### src/rtl/adder_seq_pkg.sv
// Shared constants and state encoding for the multi-byte add sequencer.
package adder_seq_pkg;

  // Width of one byte lane. It is tied to the downstream adder, so it is not a parameter.
  localparam int BYTE_W     = 8;
  localparam int NBYTES_DEF = 4;

  typedef enum logic [1:0] {
    ST_IDLE = 2'd0,
    ST_WAIT = 2'd1,
    ST_CAPT = 2'd2,
    ST_DONE = 2'd3
  } state_e;

endpackage

### src/rtl/adder_seq_if.sv
// Operand and result handshakes between a client and the add sequencer.
interface adder_seq_if
  import adder_seq_pkg::*;
#(
  parameter int NBYTES = NBYTES_DEF
);

  logic                       in_valid;
  logic                       in_ready;
  logic [NBYTES*BYTE_W-1:0]   in_a;
  logic [NBYTES*BYTE_W-1:0]   in_b;
  logic                       in_cin;
  logic                       out_valid;
  logic                       out_ready;
  logic [NBYTES*BYTE_W:0]     out_sum;
  logic                       out_zero;

  modport master (
    output in_valid, in_a, in_b, in_cin, out_ready,
    input  in_ready, out_valid, out_sum, out_zero
  );

  modport slave (
    input  in_valid, in_a, in_b, in_cin, out_ready,
    output in_ready, out_valid, out_sum, out_zero
  );

endinterface

### src/rtl/adder_seq.sv
// Multi-byte add sequencer: feeds an external 8-bit registered adder one byte
// pair at a time (LSB first), chains its carry and assembles the wide sum.
//
// state | meaning
// IDLE  | ready for a new operand pair; adder output ignored
// WAIT  | adder is registering the current byte pair
// CAPT  | sm_r holds the current byte's sum; store it and advance or finish
// DONE  | result presented, held until out_ready
module adder_seq
  import adder_seq_pkg::*;
#(
  parameter int NBYTES = NBYTES_DEF
) (
  input  logic              clk,
  input  logic              rst,
  adder_seq_if.slave        bus,
  output logic [BYTE_W-1:0] x,
  output logic [BYTE_W-1:0] y,
  output logic              cin,
  input  logic [BYTE_W:0]   sm_r
);

  localparam int W     = NBYTES * BYTE_W;
  localparam int IDX_W = (NBYTES > 1) ? $clog2(NBYTES) : 1;
  localparam logic [IDX_W-1:0] IDX_LAST = IDX_W'(NBYTES - 1);

  localparam logic [1:0] S_IDLE = ST_IDLE;
  localparam logic [1:0] S_WAIT = ST_WAIT;
  localparam logic [1:0] S_CAPT = ST_CAPT;
  localparam logic [1:0] S_DONE = ST_DONE;

  logic [1:0]       state;
  logic [IDX_W-1:0] idx;
  logic [W-1:0]     a_sh;
  logic [W-1:0]     b_sh;
  logic [W:0]       sum_r;
  logic             zero_acc;
  logic             out_valid_r;
  logic             out_zero_r;

  assign bus.in_ready  = (state == S_IDLE);
  assign bus.out_valid = out_valid_r;
  assign bus.out_sum   = sum_r;
  assign bus.out_zero  = out_zero_r;

  // Sequencing FSM, operand shift registers and result assembly.
  // zero_acc tracks whether every adder result seen so far (carry included) was zero.
  always_ff @(posedge clk or posedge rst) begin
    if (rst) begin
      state       <= S_IDLE;
      idx         <= '0;
      a_sh        <= '0;
      b_sh        <= '0;
      x           <= '0;
      y           <= '0;
      cin         <= 1'b0;
      sum_r       <= '0;
      zero_acc    <= 1'b0;
      out_valid_r <= 1'b0;
      out_zero_r  <= 1'b0;
    end else begin
      case (state)
        S_IDLE: begin
          if (bus.in_valid) begin
            x        <= bus.in_a[BYTE_W-1:0];
            y        <= bus.in_b[BYTE_W-1:0];
            cin      <= bus.in_cin;
            a_sh     <= bus.in_a >> BYTE_W;
            b_sh     <= bus.in_b >> BYTE_W;
            idx      <= '0;
            zero_acc <= 1'b1;
            state    <= S_WAIT;
          end
        end
        S_WAIT: begin
          state <= S_CAPT;
        end
        S_CAPT: begin
          sum_r[idx*BYTE_W +: BYTE_W] <= sm_r[BYTE_W-1:0];
          if (idx != IDX_LAST) begin
            idx      <= idx + IDX_W'(1);
            x        <= a_sh[BYTE_W-1:0];
            y        <= b_sh[BYTE_W-1:0];
            a_sh     <= a_sh >> BYTE_W;
            b_sh     <= b_sh >> BYTE_W;
            cin      <= sm_r[BYTE_W];
            zero_acc <= zero_acc & (sm_r == '0);
            state    <= S_WAIT;
          end else begin
            sum_r[W]    <= sm_r[BYTE_W];
            out_zero_r  <= zero_acc & (sm_r == '0);
            out_valid_r <= 1'b1;
            state       <= S_DONE;
          end
        end
        S_DONE: begin
          if (bus.out_ready) begin
            out_valid_r <= 1'b0;
            state       <= S_IDLE;
          end
        end
        default: begin
          state <= S_IDLE;
        end
      endcase
    end
  end

endmodule

### src/flat_wrapper.sv
// flat-port wrapper written by rule: the top's interface ports become plain ports
module adder_seq_flat import adder_seq_pkg::*;
#(
  parameter int NBYTES = NBYTES_DEF
)
  (clk, rst, x, y, cin, sm_r, bus_in_valid, bus_in_a, bus_in_b, bus_in_cin, bus_out_ready, bus_in_ready, bus_out_valid, bus_out_sum, bus_out_zero);
  adder_seq_if #(.NBYTES(NBYTES)) bus_i ();
  input  logic clk;
  input  logic rst;
  output logic [BYTE_W-1:0] x;
  output logic [BYTE_W-1:0] y;
  output logic cin;
  input  logic [BYTE_W:0] sm_r;
  input wire logic [$bits(bus_i.in_valid)-1:0] bus_in_valid;
  input wire logic [$bits(bus_i.in_a)-1:0] bus_in_a;
  input wire logic [$bits(bus_i.in_b)-1:0] bus_in_b;
  input wire logic [$bits(bus_i.in_cin)-1:0] bus_in_cin;
  input wire logic [$bits(bus_i.out_ready)-1:0] bus_out_ready;
  output wire logic [$bits(bus_i.in_ready)-1:0] bus_in_ready;
  output wire logic [$bits(bus_i.out_valid)-1:0] bus_out_valid;
  output wire logic [$bits(bus_i.out_sum)-1:0] bus_out_sum;
  output wire logic [$bits(bus_i.out_zero)-1:0] bus_out_zero;
  assign bus_i.in_valid = bus_in_valid;
  assign bus_i.in_a = bus_in_a;
  assign bus_i.in_b = bus_in_b;
  assign bus_i.in_cin = bus_in_cin;
  assign bus_i.out_ready = bus_out_ready;
  assign bus_in_ready = bus_i.in_ready;
  assign bus_out_valid = bus_i.out_valid;
  assign bus_out_sum = bus_i.out_sum;
  assign bus_out_zero = bus_i.out_zero;
  adder_seq #(.NBYTES(NBYTES)) u_core (.clk(clk), .rst(rst), .bus(bus_i), .x(x), .y(y), .cin(cin), .sm_r(sm_r));
endmodule
### config.mk
export PLATFORM = sky130hd
export DESIGN_NAME = adder_seq_flat
export DESIGN_NICKNAME = d
export VERILOG_FILES = /design/src/rtl/adder_seq_pkg.sv /design/src/rtl/adder_seq_if.sv /design/src/rtl/adder_seq.sv /design/src/flat_wrapper.sv
export SDC_FILE = /design/constraint.sdc
export NUM_CORES = 1
export LEC_CHECK = 0
export ABC_AREA = 1
export CAP_MARGIN = 20
export CORE_AREA = 2 2 107 120
export CTS_CLUSTER_SIZE = 28
export DETAILED_ROUTE_END_ITERATION = 10
export DIE_AREA = 0 0 109 122
export PLACE_DENSITY = 0.68
export SYNTH_ARGS = -nofsm -noshare
export SYNTH_HDL_FRONTEND = slang
export SYNTH_SLANG_ARGS = --single-unit
### constraint.sdc
create_clock -name clk -period 7.65 [get_ports clk]
set_clock_uncertainty 0.15 [all_clocks]
set_input_delay 1.1475 -clock clk [delete_from_list [all_inputs] [get_ports clk]]
set_output_delay 1.1475 -clock clk [all_outputs]
set_load 0.03 [all_outputs]
==> impl_metrics.csv <==
group,metric,value,unit
run_status,status,"finished clean",
worst_hold_path,hold_path_class,"register to register",
critical_path,cp_slowest_cell,"clkdlybuf4s50_1",
floorplan,die_height,122,um
floorplan,die_area,13300,sq um
sta,tightest_slew,794,ps
power,p_leak,0.00292,uW
flow_run,cap_violations,0,
logic_synthesis,yosysSeqAreaShare,55.2,%
logic_synthesis,syn_area_per_cell,8.26,sq um
global_routing,grt_pass1_wl,18600,um
global_routing,antenna_found_initial,0,
routing,route.detailed.drc,0,
global_routing,grt.total_usage,17.7,%
logic_synthesis,ys_ff_latch,105,
floorplan,io_pins,131,
final_layout,drive_gt1_share,4.03,%
power,peakVddDrop,0.234,mV
sta,tns,0,ps
clock_network,clkTransAtPathRegs,60,ps
routing,wl_per_cell,13.3,um
floorplan,die_w,109,um
critical_path,crit_arrival,3980,ps
critical_path,cp-end-kind,"register",
clock_network,cts-hold-fix-buffers,0,
logic_synthesis,netlist_instances,576,
logic_synthesis,synth_area,4760,sq um
clock_network,tritoncts,"built",
global_routing,grt_pass1_vias,3976,
sta,relSlewSlack,46.6,%
routing,dr.pass1.iters,5,
routing,routed_wl,11300,um
final_layout,finish.utilization,52.7,%
clock_network,cts_buffer_depth,2,
routing,routed_via_density,4.80,
sta,fmax,254,MHz
final_layout,areaGrowthSynthToFinish,35.2,%
critical_path,crit_path_start_kind,"input port",
clock_network,cts_buffers,9,
critical_path,crit_top_cell,"nand2_1",
clock_network,cts_resized,0,
placed_design,dp_hpwl,8110,um
placed_design,io_buffers,130,
routing,ant_nets,0,
critical_path,max_stage_delay,870,ps
sta,hold_viol,0,
global_routing,grt_max_degree,128,
sta,fin_crit,3940,ps
logic_synthesis,syn-num-nets,659,
sta,setup_viol,0,
critical_path,critical_path_required,7680,ps
sta,fin_ws,3710,ps
logic_synthesis,netlist-cell-type-count,21,
clock_network,clockRootBuffer,"clkbuf_16",
sta,post-route-period-util,51.5,%
final_layout,fillers,1165,
routing,drtIter0Drc,269,
floorplan,rows,43,
power,powerDensity,422,nW/um^2
global_routing,grt_overflow_total,0,
floorplan,start_util,39.0,%
clock_network,cts.sinks,105,
critical_path,crit_family,"buffers and inverters",
placed_design,pre_cts_slack,3310,ps
logic_synthesis,ys_warn_count,0,
final_layout,diodes,0,
critical_path,worstPathMaxFanout,71,
clock_network,htree_levels,3,
logic_synthesis,synthFlopType,"dfrtp_1",
placed_design,gp_congestion,0.826,
critical_path,crit_type,"input port to register",
critical_path,cp_num_buf_inv,3,
final_layout,nets,773,
clock_network,postCtsSetupRepairBufs,0,
critical_path,path_cells,"clkdlybuf4s50_1, nand2_1, nand2_1, nand2_1, inv_2, buf_4, o21ai_0",
routing,vias,4092,
floorplan,core_area,12200,sq um
logic_synthesis,synth-edff-count,0,
sta,slew_violations,0,
clock_network,worstSkewPairLatency,330,ps
logic_synthesis,synthArstFlopShare,100,%
sta,rsz0062_at_grt,"false",
==> where the power goes <==
group / switching (uW) / internal (uW)
Sequential: 114 / 789
Clock: 183 / 238
Combinational: 907 / 480
Total: 1200 / 1510
==> per-stage QoR <==
stage	power, uW	std cells	instance area (sq um)	hold slack (ps)
after floorplan	1870	576	4760	331
after global placement	2250	834	6110	323
after detailed placement	2290	834	6110	330
after CTS	2710	850	6390	346
after global routing	2940	852	6430	362
final	2710	852	6430	338
==> placed cells by master (no fill, tap or decap) <==
master | synthesis | layout
a21oi_1 | 1 | 1
clkbuf_16 | 0 | 9
nand3_1 | 35 | 35
o21ai_0 | 137 | 137
inv_2 | 3 | 3
nand2_4 | 0 | 1
nor2_1 | 12 | 12
dfrtp_1 | 105 | 105
clkbuf_1 | 15 | 3
inv_1 | 57 | 56
nor2_4 | 1 | 1
inv_4 | 0 | 1
ha_1 | 5 | 5
clkinv_2 | 0 | 1
buf_4 | 3 | 2
clkdlybuf4s50_1 | 0 | 130
o211ai_1 | 1 | 1
clkbuf_8 | 0 | 3
buf_16 | 0 | 1
nor3_1 | 1 | 1
clkinvlp_4 | 0 | 1
nand2_1 | 172 | 172
nor2_2 | 2 | 2
nand4_1 | 8 | 8
clkinv_1 | 1 | 1
o21ai_2 | 3 | 3
==> cells in the mapped netlist (2+ instances only) <==
cell type | number | area [sq um]
buf_4 | 3 | 22.5
nand2_1 | 172 | 646
inv_2 | 3 | 11.3
ha_1 | 5 | 62.6
o21ai_0 | 137 | 686
buf_2 | 10 | 50.1
nor2_2 | 2 | 12.5
nand3_1 | 35 | 175
inv_1 | 57 | 214
nand4_1 | 8 | 50.1
dfrtp_1 | 105 | 2630
buf_6 | 3 | 33.8
o21ai_2 | 3 | 26.3
clkbuf_1 | 15 | 56.3
nor2_1 | 12 | 45.0
==> layout make-up <==
class                      count  area (sq um)  share of cell area [%]
clock buffer                  14           264                    4.10
clock inverter                 2          12.5                   0.195
tap                          157           196                    3.05
multi-input combinational    379          1740                    27.1
sequential                   105          2630                    40.8
timing repair buffer         134          1360                    21.1
inverter                      61           231                    3.60
==> logic make-up after synthesis <==
family          synth area share (%)
compound gates                  15.2
flops                           55.2
fa+ha+maj                       1.32
buf+inv                         8.23
simple gates                    20.0
==> worst paths after layout <==
path                                     endpoint  slack (ps)  cells past startpoint     startpoint
setup / recovery                   u_core.a_sh[3]        3710                      7   bus_in_valid
hold / removal                        u_core.y[1]         340                      2    u_core.y[1]
setup reg to reg                   u_core.a_sh[3]        4350                      6  u_core.idx[0]
hold reg to reg                       u_core.y[1]         340                      2    u_core.y[1]
max in group asynchronous  u_core.bus.out_sum[24]        5110                      3            rst
min in group asynchronous  u_core.bus.out_sum[12]        1090                      2            rst
==> tightest hold or removal path, cell delays in order, from the launching register on <==
cell and delay (ps):
dfrtp_1 350, nand2_1 60, nand2_1 50
==> sequential cells by signal, summed over array words and instances (netlist names) <==
register and count:
u_core.zero_acc 1, u_core.cin 1, u_core.bus.out_valid 1, u_core.x 8, u_core.bus.out_zero 1, u_core.bus.out_sum 33
u_core.state 2, u_core.idx 2, u_core.a_sh 24, u_core.b_sh 24, u_core.y 8
==> layer usage <==
| layer | global-route usage [%] | up-vias | share of wire (%) |
|---|---|---|---|
| met1 | 24.5 | 1870 | 46 |
| met5 | 0 | - | 0 |
| met4 | 4.73 | 0 | 0.91 |
| met2 | 28.3 | 138 | 46 |
| met3 | 3.75 | 7 | 6.9 |
| li1 | - | 2077 | - |
Note: power is estimated with default switching activity, not from simulation.
